`src/rtl/vga_timing_pkg.sv`:
```
// Raster timing constants and helpers shared by vga_timing and the pixel generator.
package vga_timing_pkg;

    localparam int H_TOTAL_DEF = 800;
    localparam int V_TOTAL_DEF = 525;

    localparam logic [9:0] H_VIS_START  = 10'd48;
    localparam logic [9:0] H_VIS_END    = 10'd687;
    localparam logic [9:0] H_SYNC_START = 10'd704;
    localparam logic [9:0] V_VIS_START  = 10'd33;
    localparam logic [9:0] V_VIS_END    = 10'd512;
    localparam logic [9:0] V_SYNC_START = 10'd523;

    typedef struct packed {
        logic [9:0] row;
        logic [9:0] col;
    } pos_t;

    function automatic logic in_window(input pos_t p);
        return (p.col >= H_VIS_START) && (p.col <= H_VIS_END) &&
               (p.row >= V_VIS_START) && (p.row <= V_VIS_END);
    endfunction

endpackage

```
`src/rtl/vga_timing.sv`:
```
// VGA raster generator: clk/4 pixel slots, raster counters with a two-slot look-ahead,
// and registered sync/blank/colour outputs.
module vga_timing
    import vga_timing_pkg::*;
#(
    parameter int H_TOTAL = H_TOTAL_DEF,
    parameter int V_TOTAL = V_TOTAL_DEF
) (
    input  logic       clk,
    input  logic       reset,
    input  logic [7:0] color_in,
    output logic       req,
    output logic [9:0] col,
    output logic [9:0] row,
    output logic [9:0] next_col,
    output logic [9:0] next_row,
    output logic       hsync,
    output logic       vsync,
    output logic       blank,
    output logic [2:0] vga_r,
    output logic [2:0] vga_g,
    output logic [1:0] vga_b,
    output logic       frame_start
);

    localparam logic [9:0] H_LAST  = 10'(H_TOTAL - 1);
    localparam logic [9:0] V_LAST  = 10'(V_TOTAL - 1);
    localparam pos_t       NXT_RST = '{row: 10'd0, col: 10'd2};

    function automatic pos_t advance(input pos_t p);
        pos_t n;
        n = p;
        if (p.col == H_LAST) begin
            n.col = '0;
            n.row = (p.row == V_LAST) ? '0 : p.row + 10'd1;
        end else begin
            n.col = p.col + 10'd1;
        end
        return n;
    endfunction

    logic [1:0] phase;
    pos_t       cur;
    pos_t       nxt;
    logic       vis;

    // Slot divider and raster counters; the look-ahead pair steps on the same edge.
    always_ff @(posedge clk) begin
        if (reset) begin
            phase <= 2'd0;
            cur   <= '0;
            nxt   <= NXT_RST;
        end else begin
            phase <= phase + 2'd1;
            if (phase == 2'd3) begin
                cur <= advance(cur);
                nxt <= advance(nxt);
            end
        end
    end

    assign vis = in_window(cur);

    // Output stage samples the position once per slot, one clk after it changes.
    always_ff @(posedge clk) begin
        if (reset) begin
            hsync                 <= 1'b1;
            vsync                 <= 1'b1;
            blank                 <= 1'b1;
            {vga_r, vga_g, vga_b} <= 8'd0;
        end else if (phase == 2'd0) begin
            hsync                 <= !(cur.col >= H_SYNC_START);
            vsync                 <= !(cur.row >= V_SYNC_START);
            blank                 <= !vis;
            {vga_r, vga_g, vga_b} <= vis ? color_in : 8'd0;
        end
    end

    assign req         = (phase == 2'd3);
    assign frame_start = !reset && (phase == 2'd0) && (cur == '0);
    assign col         = cur.col;
    assign row         = cur.row;
    assign next_col    = nxt.col;
    assign next_row    = nxt.row;

endmodule
```
`config.mk`:
```
export PLATFORM = sky130hd
export DESIGN_NAME = vga_timing
export DESIGN_NICKNAME = d
export VERILOG_FILES = /design/src/rtl/vga_timing_pkg.sv /design/src/rtl/vga_timing.sv
export SDC_FILE = /design/constraint.sdc
export NUM_CORES = 1
export LEC_CHECK = 0
export BUFFER_PORTS_ARGS = -buffer_cell sky130_fd_sc_hd__buf_2
export CAP_MARGIN = 20
export CORE_UTILIZATION = 45
export DETAILED_ROUTE_END_ITERATION = 8
export PLACE_DENSITY = 0.8
export SETUP_SLACK_MARGIN = 0.4
export SLEW_MARGIN = 15
export SYNTH_ARGS = -nofsm -noshare
export SYNTH_HDL_FRONTEND = slang
export SYNTH_SLANG_ARGS = --single-unit
```
`constraint.sdc`:
```
create_clock -name clk -period 2.4 [get_ports clk]
set_input_delay 0.48 -clock clk [delete_from_list [all_inputs] [get_ports clk]]
set_output_delay 0.48 -clock clk [all_outputs]
set_load 0.05 [all_outputs]
```
==> results of run 1 <==
-- state kept, by name, summed over array words and instances (netlist names) --
signal,count
col,10
next_col,10
next_row,10
row,10
vga_g,3
vga_r,3
phase,2
vga_b,2
blank,1
hsync,1
vsync,1
-- placed cells by master, fill, tap and decap left out, types with 6 or more instances in the layout --
| master | instances |
|---|---|
| xnor2_1 | 8 |
| xor2_1 | 11 |
| nand3_1 | 20 |
| nand4_1 | 13 |
| nor2_1 | 24 |
| ha_1 | 10 |
| inv_1 | 13 |
| buf_2 | 61 |
| dfxtp_1 | 37 |
| nor2b_1 | 6 |
| o21ai_0 | 18 |
| buf_4 | 9 |
| nand2_1 | 29 |
| nand2b_1 | 6 |
| dfxtp_2 | 12 |
| a21oi_1 | 18 |
| nor3_1 | 11 |
-- worst max path at each step --
stage                      start          end  slack (ns)  cells past startpoint
after floorplan           row[4]  frame_start        0.31                      4
after global placement    row[9]  frame_start        0.26                      4
after detailed placement  row[9]  frame_start        0.23                      4
after CTS                 row[9]  frame_start        0.08                      4
after global routing      row[9]  frame_start        0.06                      4
final                     row[9]  frame_start        0.09                      4
-- critical path, stage by stage, from the launching register on --
cell	delay (ns)
dfxtp_4	0.36
or4_4	0.54
nor4b_2	0.22
and4_4	0.26
buf_8	0.14
-- through the flow --
| step | util [%] | total power [mW] |
|---|---|---|
| 6_report | 57.9 | 1.52 |
| 5_1_grt | 57.9 | 1.57 |
| 4_1_cts | 57.6 | 1.53 |
| 3_5_place_dp | 55.0 | 1.03 |
| 3_3_place_gp | 55.0 | 1.03 |
| 2_1_floorplan | - | 0.996 |
-- cell families after synthesis --
group / after synthesis / synth area share [%]
AO/OA/AOI/OAI: 56 / 12.7
XOR/XNOR: 19 / 6.25
adder cells (fa/ha/maj): 11 / 5.17
buffers and inverters: 24 / 3.71
flip-flops: 53 / 39.9
multiplexers: 2 / 0.752
AND/OR/NAND/NOR: 150 / 31.5
-- routing by layer --
metal	share of wire (%)	track usage (%)
met1	44	25.2
met2	50	35.6
met3	3.9	3.79
met4	1.7	7.45
met5	0	0
-- power groups by stage --
stage	logic, mW	registers [mW]	clock network [mW]
finish	0.125	0.893	0.498
global route	0.135	0.895	0.540
CTS	0.125	0.893	0.511
detailed placement	0.110	0.918	0
global placement	0.109	0.917	0
floorplan	0.0624	0.933	0
-- what timing repair did --
action,CTS,global route
endpoints found under the setup margin,4,14
gates resized for setup,7,1
cloned,0,0
pin swaps,2,2
buffers inserted,4,2
-- cell type report --
cell class              instances  area [um^2]
multi-input cells             238         1540
flip-flops and latches         53         1090
well taps                      72         90.1
clock buffers                   5         68.8
clock inverters                 3         17.5
inverters                      13         48.8
fillers                       531         2360
repair buffers                 71          388
==> results.py, run 1 <==
metrics = {
    "power": {
        "p_per_area_mw_per_mm2": 467,
        "sw_frac_of_total_pct": 25.2,
        "p_sw_mw": 0.382,
        "p_clk_share_pct": 32.8,
        "combPwrFrac_pct": 8.3,
        "p_seq_share_pct": 58.9,
        "p_int_mw": 1.13,
        "leakage_nw": 1.30,
        "ir_drop_mv": 0.227,
    },
    "hold_path": {
        "whs_endpoint": "vga_r[1]",
        "holdPathStages": 3,
        "min-delay-start": "color_in[6]",
        "min_path_type": "input pin to flop",
    },
    "critical_path": {
        "cp_data_required_time_ns": 1.92,
        "cp_max_fo": 2,
        "crit_arrival_ns": 1.83,
        "r2r-end": "blank",
        "ff2ff_path_depth": 6,
        "r2r_slack_ns": 0.39,
        "path_class": "flop to primary output",
        "crit_path_end_kind": "primary output",
        "startpoint_type": "flop",
        "r2r-start": "row[0]",
    },
    "sta": {
        "worst_hold_slack_ns": 0.408,
        "hold_viol_final": 0,
        "relSlewSlack_pct": 62.8,
        "min_period_ns": 2.31,
        "tns_ns": 0,
        "rsz0062_at_grt": "yes",
        "fin_ws_ns": 0.0861,
        "fin_skew_ns": 0.00819,
        "tightest_slew_ns": 0.554,
        "drv_slew": 0,
        "setup_violations": 0,
        "fmax_mhz": 432,
        "finalCritPeriodShare_pct": 96.4,
    },
    "floorplan": {
        "io-pin-count": 63,
        "initial_core_util_pct": 47.5,
        "rows": 27,
        "fp.dieH_um": 78.9,
        "dieWidth_um": 78.9,
        "core_mm2": 0.00561,
        "die_area_mm2": 0.00623,
    },
    "detailed_routing": {
        "drt_wl_total_mm": 6.30,
        "ant_nets": 0,
        "drt_pass1_iterations": 5,
        "wl_per_cell_um": 13.9,
        "vias_per_cell": 5.62,
        "vias": 2556,
        "dr.first_iter.drc_count": 136,
        "post-route-drc-count": 0,
    },
    "outcome": {
        "outcome": "completed",
    },
    "clock_network": {
        "root_buffer": "clkbuf_8",
        "cts_hold_buf": 0,
        "cts.sink_count": 53,
        "htree_levels": 2,
        "clk_pin_slew_ns": 0.10,
        "cts_tree": "done",
        "clk_latency_ns": 0.31,
        "numCtsBuffers": 5,
        "clock_tree.buffer_depth": 2,
    },
    "finish": {
        "final_area_mm2": 0.00325,
        "finalNetCount": 403,
        "diodes": 0,
        "area_delta_synth_final_pct": 22.0,
        "fin_cells": 455,
        "drive_above_1_share_pct": 27.4,
    },
    "logic_synthesis": {
        "syn_area_mm2": 0.00266,
        "ys_types": 50,
        "synth_edf_count": 0,
        "netlist_top_cells_count": "dfxtp_1 (53), nand2_1 (29), nor2_1 (24)",
        "synthArstFlopShare_pct": 0,
        "synthTopCellsByArea": "dfxtp_1 (40%), ha_1 (5.2%), nand2_1 (4.1%)",
        "synth-seq-cells": 53,
        "synth.avg_cell_area_um2": 8.45,
        "synth_fp_nets": 336,
        "syn_inst": 315,
        "synth-main-ff-cell": "dfxtp_1",
        "yosysWarnings": 0,
        "ys_seq_area_share_pct": 39.9,
        "synth.most_common_cell": "dfxtp_1",
        "synth_top_area_cell": "dfxtp_1",
        "synth_top_area_share_pct": 39.9,
    },
    "place": {
        "post-place-ws_ns": 0.231,
        "dpl_cell_area_mm2": 0.00309,
        "numPortBuffers": 62,
        "hpwl_mm": 4.26,
        "place.gp.congestion": 0.918,
        "place_inst": 441,
    },
    "global_routing": {
        "grt.overflow.total": 0,
        "antenna_found_initial": 0,
        "grt_pass1_vias": 2262,
        "grt_use_total_pct": 20.5,
        "grt_max_degree": 41,
        "grt_pass1_wl_mm": 10.2,
    },
    "flow_run": {
        "drv_cap": 0,
    },
}
(Power assumes the default switching activity.)
==> run 2: changes to the inputs <==
BUFFER_PORTS_ARGS = not set   (was -buffer_cell sky130_fd_sc_hd__buf_2)
DONT_BUFFER_PORTS = 1   (was not set)
PLACE_DENSITY = 0.68   (was 0.8)
==> run 2 against run 1 <==
Clock power is 3% higher; fmax is 1.9% higher; hold slack got worse by 0.18 ns; wire length grew 0.40%.
==> results.py, run 2 (synthesis results as in run 1) <==
metrics = {
    "outcome": {
        "outcome": "completed",
    },
    "finish": {
        "diodes": 0,
        "final_area_mm2": 0.00314,
        "fin_cells": 416,
        "drive_above_1_share_pct": 20.1,
        "finalNetCount": 364,
        "area_delta_synth_final_pct": 18.0,
        "mostFrequentLayoutCells": "dfxtp_1 (37), buf_4 (30), nand2_1 (29)",
        "final_common_cell": "dfxtp_1",
    },
    "floorplan": {
        "fp.dieH_um": 78.9,
        "core_mm2": 0.00561,
        "io-pin-count": 63,
        "rows": 27,
        "dieWidth_um": 78.9,
        "die_area_mm2": 0.00623,
        "initial_core_util_pct": 47.5,
    },
    "global_routing": {
        "grt_pass1_vias": 2057,
        "grt_max_degree": 42,
        "grt_use_total_pct": 19.9,
        "grt_pass1_wl_mm": 9.96,
        "grt.overflow.total": 0,
        "antenna_found_initial": 0,
    },
    "critical_path": {
        "r2r-end": "row[9]",
        "crit_path_end_kind": "primary output",
        "crit_chain": "or4_4, nor4b_4, and4_4",
        "r2r-start": "col[1]",
        "r2r_slack_ns": 0.42,
        "cp_max_fo": 7,
        "ff2ff_path_depth": 5,
        "slowest_delay_ns": 0.46,
        "startpoint_type": "flop",
        "crit_arrival_ns": 1.79,
        "path_buf_inv": 0,
        "cpMaxStageDelayCell": "or4_4",
        "cp_data_required_time_ns": 1.92,
        "cp_top_family": "simple AND/OR/NAND/NOR gates",
        "path_class": "flop to primary output",
    },
    "detailed_routing": {
        "post-route-drc-count": 0,
        "drt_pass1_iterations": 4,
        "vias": 2379,
        "wl_per_cell_um": 15.2,
        "drt_wl_total_mm": 6.33,
        "ant_nets": 0,
        "dr.first_iter.drc_count": 199,
        "vias_per_cell": 5.72,
    },
    "clock_network": {
        "htree_levels": 2,
        "numCtsBuffers": 5,
        "clk_pin_slew_ns": 0.10,
        "clk_latency_ns": 0.31,
        "clock_tree.buffer_depth": 2,
        "cts_tree": "done",
        "cts.sink_count": 53,
        "root_buffer": "clkbuf_8",
    },
    "sta": {
        "relSlewSlack_pct": 57.4,
        "hold_viol_final": 0,
        "finalCritPeriodShare_pct": 94.6,
        "tightest_slew_ns": 0.638,
        "rsz0062_at_grt": "yes",
        "drv_slew": 0,
        "setup_violations": 0,
        "fin_ws_ns": 0.130,
        "tns_ns": 0,
        "min_period_ns": 2.27,
        "fin_skew_ns": 0.0122,
        "fmax_mhz": 440,
    },
    "power": {
        "leakage_nw": 1.10,
        "ir_drop_mv": 0.279,
        "p_per_area_mw_per_mm2": 478,
        "total_power_mw": 1.50,
    },
    "place": {
        "place.gp.congestion": 0.784,
        "place_inst": 403,
        "dpl_cell_area_mm2": 0.00296,
        "post-place-ws_ns": 0.330,
        "numPortBuffers": 0,
        "hpwl_mm": 4.37,
    },
    "hold_path": {
        "min-delay-start": "reset",
        "whs_endpoint": "row[3]",
        "holdPathStages": 1,
        "min_path_type": "input pin to flop",
    },
    "flow_run": {
        "drv_cap": 0,
    },
}
-- run 2: per-layer routing --
metal	vias to the layer above	global-route usage [%]	wire length [um]
met5	-	0	0
met4	0	4.36	27
met3	2	4.14	274
met2	48	33.0	3030
met1	1123	26.8	3000
li1	1206	-	-
-- run 2: cell type report --
| class | instances | area [um^2] |
|---|---|---|
| tap | 72 | 90.1 |
| clock inverter | 3 | 21.3 |
| inverter | 13 | 48.8 |
| sequential | 53 | 1100 |
| multi-input combinational | 238 | 1570 |
| timing repair buffer | 32 | 234 |
| fill | 527 | 2470 |
| clock buffer | 5 | 68.8 |
-- run 2: through the flow --
stage / utilization [%] / hold WS, ns
floorplan: - / 0.449
global placement: 52.7 / 0.461
detailed placement: 52.7 / 0.465
CTS: 54.8 / 0.219
global route: 56.0 / 0.210
finish: 56.0 / 0.227
-- run 2: how the worst max path moves through the flow --
stage | to | cells past startpoint | slack (ns) | from
after floorplan | frame_start | 4 | 0.31 | row[4]
after global placement | frame_start | 3 | 0.37 | row[4]
after detailed placement | next_row[9] | 5 | 0.33 | next_col[1]
after CTS | frame_start | 3 | 0.14 | row[4]
after global routing | frame_start | 3 | 0.07 | row[4]
final | frame_start | 3 | 0.13 | row[4]
-- run 2: power breakdown --
| group | switching [mW] | internal (mW) |
|---|---|---|
| clock | 0.308 | 0.206 |
| sequential | 0.0155 | 0.879 |
| combinational | 0.0566 | 0.0344 |
-- run 2: what timing repair did --
action                                  in CTS  in global routing
gates resized for setup                      7                 11
hold buffers                                 0                  0
setup buffers                                1                  4
pin swaps                                    2                  6
endpoints found under the setup margin       8                 21
==> run 3: changes to the inputs <==
PLACE_DENSITY = 0.65   (was 0.68)
SETUP_SLACK_MARGIN = 0.5   (was 0.4)
==> run 3 against run 2 <==
Utilization increased by 1.8 points; hold slack improved by 0.0066 ns; combinational power decreased by 19%; final area increased by 3.2%; power increased by 7.9%; via count decreased by 0.63%; critical endpoint unchanged; largest cell class unchanged; global-route usage increased by 0.67 points; first-iteration DRC count decreased by 29%; die area unchanged; highest routed layer unchanged; sequential share of layout area decreased by 0.28 points; non-clock buffer count decreased by 3.
==> results.py, run 3 (synthesis results as in run 1) <==
metrics = {
    "hold_path": {
        "min_path_type": "input pin to flop",
        "holdPathStages": 1,
    },
    "detailed_routing": {
        "drt_pass1_iterations": 4,
        "vias_per_cell": 5.72,
        "drt_wl_total_mm": 6.29,
        "vias": 2364,
        "post-route-drc-count": 0,
        "dr.first_iter.drc_count": 142,
        "wl_per_cell_um": 15.2,
        "ant_nets": 0,
    },
    "finish": {
        "final_area_mm2": 0.00324,
        "drive_above_1_share_pct": 25.2,
        "diodes": 0,
        "fin_cells": 413,
        "finalNetCount": 361,
        "area_delta_synth_final_pct": 21.7,
        "final_common_cell": "dfxtp_1",
        "fin_util_pct": 57.8,
        "mostFrequentLayoutCells": "dfxtp_1 (30), nand2_1 (28), buf_4 (28)",
    },
    "sta": {
        "setup_violations": 0,
        "fin_ws_ns": 0.0571,
        "finalCritPeriodShare_pct": 97.6,
        "fmax_mhz": 427,
        "hold_viol_final": 0,
        "fin_skew_ns": 0.00912,
        "rsz0062_at_grt": "yes",
        "relSlewSlack_pct": 57.0,
        "tns_ns": 0,
        "tightest_slew_ns": 0.645,
        "worst_hold_slack_ns": 0.234,
        "min_period_ns": 2.34,
        "drv_slew": 0,
    },
    "clock_network": {
        "root_buffer": "clkbuf_8",
        "clk_pin_slew_ns": 0.10,
        "numCtsBuffers": 5,
        "htree_levels": 2,
        "cts.sink_count": 53,
        "cts_tree": "done",
        "clock_tree.buffer_depth": 2,
        "clk_latency_ns": 0.31,
        "cts_hold_buf": 0,
    },
    "critical_path": {
        "slowest_delay_ns": 0.56,
        "path_class": "flop to primary output",
        "startpoint_type": "flop",
        "cp.depth": 3,
        "cpMaxStageDelayCell": "or4_4",
        "cp_max_fo": 6,
        "path_buf_inv": 0,
        "ff2ff_path_depth": 6,
        "crit_path_end_kind": "primary output",
        "crit_chain": "or4_4, nor4b_2, and4_4",
        "cp_data_required_time_ns": 1.92,
        "crit_arrival_ns": 1.86,
        "cp_top_family": "simple AND/OR/NAND/NOR gates",
    },
    "place": {
        "hpwl_mm": 4.20,
        "place.gp.congestion": 0.775,
        "numPortBuffers": 0,
        "post-place-ws_ns": 0.318,
        "place_inst": 395,
        "dpl_cell_area_mm2": 0.00297,
    },
    "global_routing": {
        "grt_use_total_pct": 20.6,
        "grt.overflow.total": 0,
        "antenna_found_initial": 0,
        "grt_pass1_vias": 2170,
        "grt_pass1_wl_mm": 10.3,
        "grt_max_degree": 42,
    },
    "power": {
        "leakage_nw": 1.12,
        "p_per_area_mw_per_mm2": 500,
        "total_power_mw": 1.62,
        "ir_drop_mv": 0.239,
    },
    "floorplan": {
        "rows": 27,
        "dieWidth_um": 78.9,
        "initial_core_util_pct": 47.5,
        "fp.dieH_um": 78.9,
        "io-pin-count": 63,
        "die_area_mm2": 0.00623,
        "core_mm2": 0.00561,
    },
    "outcome": {
        "outcome": "completed",
    },
    "flow_run": {
        "drv_cap": 0,
    },
}
## run 3: changes by cell type in the layout (fill, tap and decap cells not counted), sizes merged
cell / delta
buf: -2
bufinv: +1
clkinvlp: -2
## run 3: path summary, 6_finish.rpt
check / endpoint / slack, ns / from
worst max-delay path: frame_start / 0.06 / row[9]
worst min register to register: phase[0] / 0.44 / phase[0]
worst min-delay path: row[3] / 0.23 / reset
worst max register to register: blank / 0.35 / row[1]
## run 3: where the power goes
group          total, mW  switching, mW  internal [mW]  leakage (nW)
Clock              0.641          0.301          0.341        0.0617
Sequential         0.903         0.0300          0.873         0.443
Combinational     0.0738         0.0415         0.0322         0.611
## run 3: routing by layer
layer	vias up	GRT usage [%]	part of all wire [%]
li1	1197	-	-
met1	1101	27.4	48
met2	64	33.7	47
met3	2	5.17	5.0
met4	0	4.36	0.43
met5	-	0	0
## run 3: timing repair
| item | in CTS | in global routing |
|---|---|---|
| gates resized for setup | 6 | 23 |
| hold endpoints to repair | 0 | 0 |
| endpoints found under the setup margin | 19 | 27 |
| setup buffers | 6 | 4 |
| pin swaps | 2 | 7 |
## run 3: area by class of cell
type / count / area, um^2
Clock inverter: 2 / 36.3
Tap cell: 72 / 90.1
Clock buffer: 6 / 82.6
Fill cell: 512 / 2370
Multi-Input combinational cell: 238 / 1640
Inverter: 13 / 48.8
Sequential cell: 53 / 1130
Timing Repair Buffer: 29 / 215
